`src/rtl/stage6_pkg.sv`:
```
// stage6_pkg: shared state encoding, default word format and the
// shift-and-saturate helper used by every lane datapath.
package stage6_pkg;

   localparam int DEF_WIDTH = 16;
   localparam int DEF_FRAC  = 8;

   // Widest intermediate the helper accepts; covers 2*WIDTH+1 for WIDTH up to 32.
   localparam int WIDE = 65;

   typedef enum logic [1:0] {IDLE, ACCUM, NORM, OUT} state_t;

   // Arithmetic (floor) shift right by frac, then clamp to a signed width-bit range.
   function automatic logic signed [WIDE-1:0] sat_shift(
      input logic signed [WIDE-1:0] value,
      input int                     width,
      input int                     frac
   );
      logic signed [WIDE-1:0] shifted;
      logic signed [WIDE-1:0] max_v;
      logic signed [WIDE-1:0] min_v;
      shifted = value >>> frac;
      max_v   = (WIDE'(1) <<< (width - 1)) - WIDE'(1);
      min_v   = -(WIDE'(1) <<< (width - 1));
      if (shifted > max_v)
         sat_shift = max_v;
      else if (shifted < min_v)
         sat_shift = min_v;
      else
         sat_shift = shifted;
   endfunction

endpackage

```
`src/rtl/stage6_lane_mac.sv`:
```
// stage6_lane_mac: combinational datapath for one lane. Produces the
// rescaled accumulator update and the beta-normalised result.
module stage6_lane_mac
   import stage6_pkg::*;
#(
   parameter int WIDTH = DEF_WIDTH,
   parameter int FRAC  = DEF_FRAC
)(
   input  logic signed [WIDTH-1:0] acc,
   input  logic signed [WIDTH-1:0] alpha,
   input  logic signed [WIDTH-1:0] one_m_alpha,
   input  logic signed [WIDTH-1:0] v,
   input  logic signed [WIDTH-1:0] beta_cap,
   output logic signed [WIDTH-1:0] upd,
   output logic signed [WIDTH-1:0] norm
);

   logic signed [2*WIDTH-1:0] hist_prod;
   logic signed [2*WIDTH-1:0] new_prod;
   logic signed [2*WIDTH-1:0] norm_prod;
   logic signed [2*WIDTH:0]   upd_sum;
   logic signed [WIDE-1:0]    upd_wide;
   logic signed [WIDE-1:0]    norm_wide;

   // Full-precision products and sum, then one shared shift/saturate step each.
   always_comb begin
      hist_prod = (2*WIDTH)'(acc) * (2*WIDTH)'(one_m_alpha);
      new_prod  = (2*WIDTH)'(alpha) * (2*WIDTH)'(v);
      upd_sum   = (2*WIDTH+1)'(hist_prod) + (2*WIDTH+1)'(new_prod);
      norm_prod = (2*WIDTH)'(acc) * (2*WIDTH)'(beta_cap);
      upd_wide  = WIDE'(upd_sum);
      norm_wide = WIDE'(norm_prod);
      upd       = WIDTH'(sat_shift(upd_wide, WIDTH, FRAC));
      norm      = WIDTH'(sat_shift(norm_wide, WIDTH, FRAC));
   end

endmodule

```
`src/rtl/pipe_stage6_accum.sv`:
```
// pipe_stage6_accum: per-lane running rescale accumulator fed by stage 5.
// Accumulates U = U*(1-alpha) + alpha*V over a sequence, normalises by the
// beta captured on the last beat and presents the result on valid/ready.
module pipe_stage6_accum
   import stage6_pkg::*;
#(
   parameter int WIDTH         = DEF_WIDTH,
   parameter int FRAC          = DEF_FRAC,
   parameter int para          = 8,
   parameter int parallel_size = 2
)(
   input  logic                                  clk,
   input  logic                                  rst,
   input  logic                                  start_i,
   input  logic [para-1:0]                       J_size,
   input  logic                                  in_valid,
   output logic                                  in_ready,
   input  logic [parallel_size-1:0][WIDTH-1:0]   alpha_i,
   input  logic [parallel_size-1:0][WIDTH-1:0]   one_m_alpha_i,
   input  logic [parallel_size-1:0][WIDTH-1:0]   beta_i,
   input  logic [parallel_size-1:0][WIDTH-1:0]   v_i,
   input  logic [parallel_size-1:0]              U_add,
   input  logic                                  finished_i,
   output logic                                  out_valid,
   input  logic                                  out_ready,
   output logic [parallel_size-1:0][WIDTH-1:0]   out_data,
   output logic [para-1:0]                       beat_cnt_o,
   output logic                                  busy,
   output logic                                  done_o
);

   localparam logic [para-1:0] CNT_MAX = '1;

   state_t                              state;
   logic [parallel_size-1:0][WIDTH-1:0] acc;
   logic [parallel_size-1:0][WIDTH-1:0] beta_cap;
   logic [parallel_size-1:0][WIDTH-1:0] upd;
   logic [parallel_size-1:0][WIDTH-1:0] norm;
   logic                                beat_acc;
   logic                                count_hit;
   logic                                last_beat;

   for (genvar l = 0; l < parallel_size; l++) begin : g_lane
      stage6_lane_mac #(
         .WIDTH (WIDTH),
         .FRAC  (FRAC)
      ) u_lane (
         .acc         (acc[l]),
         .alpha       (alpha_i[l]),
         .one_m_alpha (one_m_alpha_i[l]),
         .v           (v_i[l]),
         .beta_cap    (beta_cap[l]),
         .upd         (upd[l]),
         .norm        (norm[l])
      );
   end

   assign in_ready  = (state == ACCUM);
   assign busy      = (state != IDLE);
   assign done_o    = out_valid & out_ready;
   assign beat_acc  = in_valid & in_ready;
   assign count_hit = (J_size != '0) &&
                      ((para+1)'(beat_cnt_o) + (para+1)'(1) == (para+1)'(J_size));
   assign last_beat = finished_i | count_hit;

   // Sequence FSM: accumulate beats, normalise once, then hold the result
   // for the consumer. out_valid rises one cycle after out_data is written.
   always_ff @(posedge clk or posedge rst) begin
      if (rst) begin
         state      <= IDLE;
         acc        <= '0;
         beta_cap   <= '0;
         out_data   <= '0;
         beat_cnt_o <= '0;
         out_valid  <= 1'b0;
      end else begin
         case (state)
            IDLE: begin
               if (start_i) begin
                  acc        <= '0;
                  beat_cnt_o <= '0;
                  state      <= ACCUM;
               end
            end
            ACCUM: begin
               if (beat_acc) begin
                  for (int l = 0; l < parallel_size; l++) begin
                     if (U_add[l])
                        acc[l] <= upd[l];
                  end
                  if (beat_cnt_o != CNT_MAX)
                     beat_cnt_o <= beat_cnt_o + para'(1);
                  if (last_beat) begin
                     beta_cap <= beta_i;
                     state    <= NORM;
                  end
               end
            end
            NORM: begin
               out_data <= norm;
               state    <= OUT;
            end
            OUT: begin
               if (!out_valid) begin
                  out_valid <= 1'b1;
               end else if (out_ready) begin
                  out_valid <= 1'b0;
                  state     <= IDLE;
               end
            end
            default: state <= IDLE;
         endcase
      end
   end

endmodule

```
`config.mk`:
```
export PLATFORM = sky130hd
export DESIGN_NAME = pipe_stage6_accum
export DESIGN_NICKNAME = d
export VERILOG_FILES = /design/src/rtl/stage6_pkg.sv /design/src/rtl/stage6_lane_mac.sv /design/src/rtl/pipe_stage6_accum.sv
export SDC_FILE = /design/constraint.sdc
export NUM_CORES = 2
export LEC_CHECK = 0
export ABC_CLOCK_PERIOD_IN_PS = 24600
export BUFFER_PORTS_ARGS = -buffer_cell sky130_fd_sc_hd__buf_4
export CORE_UTILIZATION = 45
export CTS_CLUSTER_SIZE = 10
export DETAILED_ROUTE_END_ITERATION = 7
export MAX_ROUTING_LAYER = met4
export PLACE_DENSITY = 0.69
export SKIP_CTS_REPAIR_TIMING = 1
export SYNTH_ARGS = -nofsm -noshare
export SYNTH_HDL_FRONTEND = slang
export SYNTH_HIERARCHICAL = 1
export SYNTH_SLANG_ARGS = --single-unit
```
`constraint.sdc`:
```
create_clock -name clk -period 24.6 [get_ports clk]
set_input_delay 2.46 -clock clk [delete_from_list [all_inputs] [get_ports clk]]
set_output_delay 2.46 -clock clk [all_outputs]
set_load 0.1 [all_outputs]
```
# --- Word-level counts from Yosys, hierarchy flattened ---
# Cells that the tools add are included.
word_totals:
  ff_bits: 107
  in_bits: 144
  wordCells: 78
classes:
  addsub: 4
  mul: 6
  n_lt_le_gt_ge: 8
  n_eq_ne: 13
  n_mux: 25
  bitwise_logic: 3
  reduce_logical: 10
op_table:
  columns: ["operator", "count"]
  rows:
  - ["$mul A16 B16 Y32", 6]
  - ["$mux W16", 10]
  - ["$add A32 B32 Y33", 2]
  - ["$mux W32", 2]
  - ["$pmux W32 S2", 1]
  - ["$gt A25 B16 Y1 const B", 2]
  - ["$lt A25 B16 Y1 const B", 2]
  - ["$gt A24 B16 Y1 const B", 2]
  - ["$lt A24 B16 Y1 const B", 2]
  - ["$mux W8", 3]
  - ["$pmux W8 S2", 1]
  - ["$reduce_and A4 Y1", 3]
  - ["$mux W2", 5]
  - ["$ne A2 B1 Y1 const B", 5]
  - ["$add A8 B1 Y9 const B", 1]
  - ["$eq A9 B8 Y1", 1]
  - ["$add A8 B1 Y8 const B", 1]
  - ["$ne A8 B8 Y1 const B", 1]
  - ["$pmux W2 S4", 1]
  - ["$reduce_bool A8 Y1", 1]
  - ["$ne A2 B2 Y1 const B", 3]
  - ["$reduce_and A5 Y1", 1]
  - ["$eq A2 B2 Y1 const B", 2]
  - ["$reduce_bool A2 Y1", 2]
  - ["other kinds (7)", 9]

# --- Logic depth before layout (Yosys ltp) ---
depth:
  word_depth: 8
  depth_mapped: 32

# --- Modules after synthesis ---
# The synthesis kept the hierarchy.
by_module_without_submodules:
  columns: ["mod", "n_inst", "cells_each", "area_per_inst_um2", "seq_area_each_um2"]
  rows:
  - ["stage6_lane_mac at g_lane[0].u_lane", 1, 3251, 30020.0, 0.0]
  - ["stage6_lane_mac at g_lane[1].u_lane", 1, 3226, 29822.4, 0.0]
  - ["pipe_stage6_accum", 1, 385, 4548.1, 2677.6]

# --- Worst setup path before layout ---
# OpenSTA, ideal clock, no wires.
synth_path:
  path_kind: "input port to flip-flop"
  from: "in one_m_alpha_i[18] (netlist bit)"
  to: "reg acc[21] (netlist bit)"
  setup_time_ns: 0.066
  t_arrival_ns: 9.924
  slack_ns: 14.609
  stages: 29
  n_path_buf: 2
  path_cell_list: "clkbuf_1 > nand2_1 > inv_1 > fa_1 > fa_1 > inv_1 > fa_1 > inv_1 > fa_1 > inv_1 > fa_1 > fa_1 > fa_1 > fa_1 > inv_1 > ha_1 > nand2_1 > nor2_1 > nand4_1 > a2111oi_1 > or2_2 > o211ai_1 > or4_1 > nor2_1 > a41oi_1 > buf_2 > o21ai_1 > nand3_1 > nand2_1"
synth_rtl:
  columns: ["element", "line_no", "rtl"]
  rows:
  - ["start, declared", "pipe_stage6_accum.sv:19", "input logic [parallel_size-1:0][WIDTH-1:0] one_m_alpha_i,"]
  - ["end signal, assigned by index", "pipe_stage6_accum.sv:89", "acc[l] <= upd[l];"]
  - ["end, declared", "pipe_stage6_accum.sv:35", "logic [parallel_size-1:0][WIDTH-1:0] acc;"]

==> results.md <==
- Status: finished, final reports clean
- Critical path endpoint category: flip-flop
- Initial Util: 45.42%
- # fillers: 13.21k
- Crit path launch type: primary input
- Mux contribution to synthesized area: 1.296%
- Total track usage: 23.65%
- Biggest cell delay along the critical path: 710 ps
- Post-synth EDFFs: 0
- Share of cells above drive strength 1: 5.252%
- Yosys top cell area share: 52.48%
- P&R area growth vs syn: 5.140%
- DR DRC count: 0
- Syn Nets: 9,147
- WL/cell: 17.82 microns
- Worst-path fanout max: 16
- Post-synthesis register bit count: 107
- CTS Sinks: 107
- Routed WL: 155,500 microns
- Clock transition at path regs: 90 ps
- Slew Limit Fails: 0
- Tcrit/Tclk final: 43.79%
- RSZ-0062 raised after global routing: false
- Insertion delay to the later sink of the worst-skew pair: 430 ps
- First-pass GRT wire length: 266,600 microns
- XOR/XNOR share of the synthesized area: 2.200%
- Uppermost routed layer: met4
- Relative slew slack: 18.69%
- Cts bufs inserted: 9
- Initial DRC count: 2,808
- Sequential element share of the synthesized area: 4.158%
- Syn_area_per_cell: 9.384 sq um
- Synth Area in Simple Gates: 14.70%
- Minimum clock period after layout: 10,770 ps
- CTS tree: yes
- Vias per cell: 5.049
- Site Rows: 138
- Max cap viols: 0
- Final HPWL DP: 132,400 microns
- Synth area leaders: fa_1 52%, inv_1 11%, ha_1 8.8%, and2_1 6.9%, nand2_1 5.0%
- Core area: 0.1418 sq mm
- Synth Instances: 6,862
- Pre-antenna DRT Iters: 5
- Most frequent CP cell: fa_1
- Req. time, crit path: 24,950 ps
- Post-Synth Adder-Cell Area: 61.28%
- GRT Residual Overflow: 0
- Final setup skew: 31.70 ps
- Max Buffers Root-to-Sink: 2
- Io pins: 188
- Synth Flop Type: dfrtp_1
- Synth warn: 6
- Synth cell types: 93
- Critical path type: in -> reg
- Largest family of logic cells by synthesized area: adder cells
- Clk root buf: clkbuf_16
- Most frequent cells after synthesis: 1,855 x inv_1, 1,688 x fa_1, 861 x nand2_1, 711 x and2_1, 453 x ha_1
- Slowest-stage cell, CP: fa_1
- FFs w/ async S/R, synth: 100.0%
- Met2 wire len: 72,390 microns
- Vias in the first global route: 49.63k
- Reg area: 0.002678 sq mm
- H-tree lvl count: 3
- Chip Width: 380.3 microns
- Final hold viol count: 0
- Achievable Freq: 92.83 MHz
- Final setup viols: 0
- Initial antenna violation count: 5
- Arr. time, crit path: 11,120 ps
- DRT antenna net count: 0
- Compound-Gate Fraction of Synth Area: 3.871%
- Routed wl met3: 9208 microns
- Routability cong.: 0.9284
- Die ar.: 0.1446 sq mm
- DIE HEIGHT: 380.3 microns
- Layout Nets: 9,115
- Yosys top cell by area: fa_1
- R2R Setup Slk: 15,410 ps
- Post-Syn Area: 0.06439 sq mm
- Wl on met1: 72,050 microns
- Area of the multi-input gates: 0.05368 sq mm
- Largest net degree at the start of global routing: 55
- Fin Setup TNS: 0 ps
- WHS: 510.1 ps
- Hold Crit Class: reg -> reg
- Slew @ Worst Pin: 1204 ps
- Port bufs: 187
- Total number of vias: 44.08k
- Top-count cell post-synth: inv_1
==> cell type report <==
| cell class | count | share of cell area [%] |
|---|---|---|
| flip-flops and latches | 107 | 3.955 |
| multi-input cells | 4634 | 79.29 |
| clock inverters | 7 | 0.1515 |
| diodes | 4 | 0.01479 |
| well taps | 1890 | 3.493 |
| repair buffers | 223 | 2.473 |
| clock buffers | 9 | 0.3327 |
| inverters | 1855 | 10.29 |
==> flip-flops by register name (all words and copies together) (netlist names) <==
register and flops:
acc 32, beat_cnt_o 8, beta_cap 32, out_data 32, out_valid 1, state 2
==> per-stage QoR <==
stage	worst slack, ps	std cells	instance area (sq um)	utilization [%]
detailed placement	13530	8709	67360	47.52
global route	13450	8729	67700	47.76
floorplan	14610	6862	64390	-
finish	13830	8729	67700	47.76
global placement	13560	8709	67360	47.52
CTS	13940	8725	67690	47.75
==> per-layer routing <==
layer  track usage, %  up-vias
met5                -        -
li1                 -    19690
met1            34.37    23000
met2            36.59     1244
met3            2.331      140
met4            3.734        0
==> worst paths after layout <==
kind                                     start             endpoint  cells after the start
min in group asynchronous                  rst  acc[12]$_DFFE_PP0P_                      2
max in group asynchronous                  rst  acc[30]$_DFFE_PP0P_                      3
max                                    v_i[16]  acc[26]$_DFFE_PP0P_                     27
min reg2reg                acc[25]$_DFFE_PP0P_  acc[25]$_DFFE_PP0P_                      2
min                        acc[25]$_DFFE_PP0P_  acc[25]$_DFFE_PP0P_                      2
max reg2reg                acc[31]$_DFFE_PP0P_  acc[26]$_DFFE_PP0P_                     28
==> worst max-delay path: cells and delay by family <==
kind            cells  cell delay [ps]
fa+ha+maj           9             4540
simple gates        8             2050
compound gates      4             1610
buf+inv             6              440
==> layout by cell type (no fill, tap or decap), types with 12 or more instances in the layout <==
master    count
a211oi_1     12
a21o_1       62
a21oi_1      87
a31oi_1      13
and2_1      711
buf_4       223
dfrtp_1     107
fa_1       1688
ha_1        451
inv_1      1854
mux2_2       66
nand2_1     861
nand2b_1     79
nand3_1      55
nand4_1      23
nor2_1       90
nor3_1       25
o21a_1       12
o21ai_0      58
o21ai_1      22
xnor2_1     109
xor2_1       49
==> kinds of logic after synthesis <==
kind of cell | count (synthesis)
buffers and inverters | 2121
DFF | 107
xor gates and xnor gates | 160
adders and majority gates | 2141
and+or+nand+nor | 1898
muxes | 75
AOI/OAI and AO/OA | 360
Power is left out: the tool's default activity adds up to more than one toggle a clock period on the data nets, which glitch-free logic cannot reach.
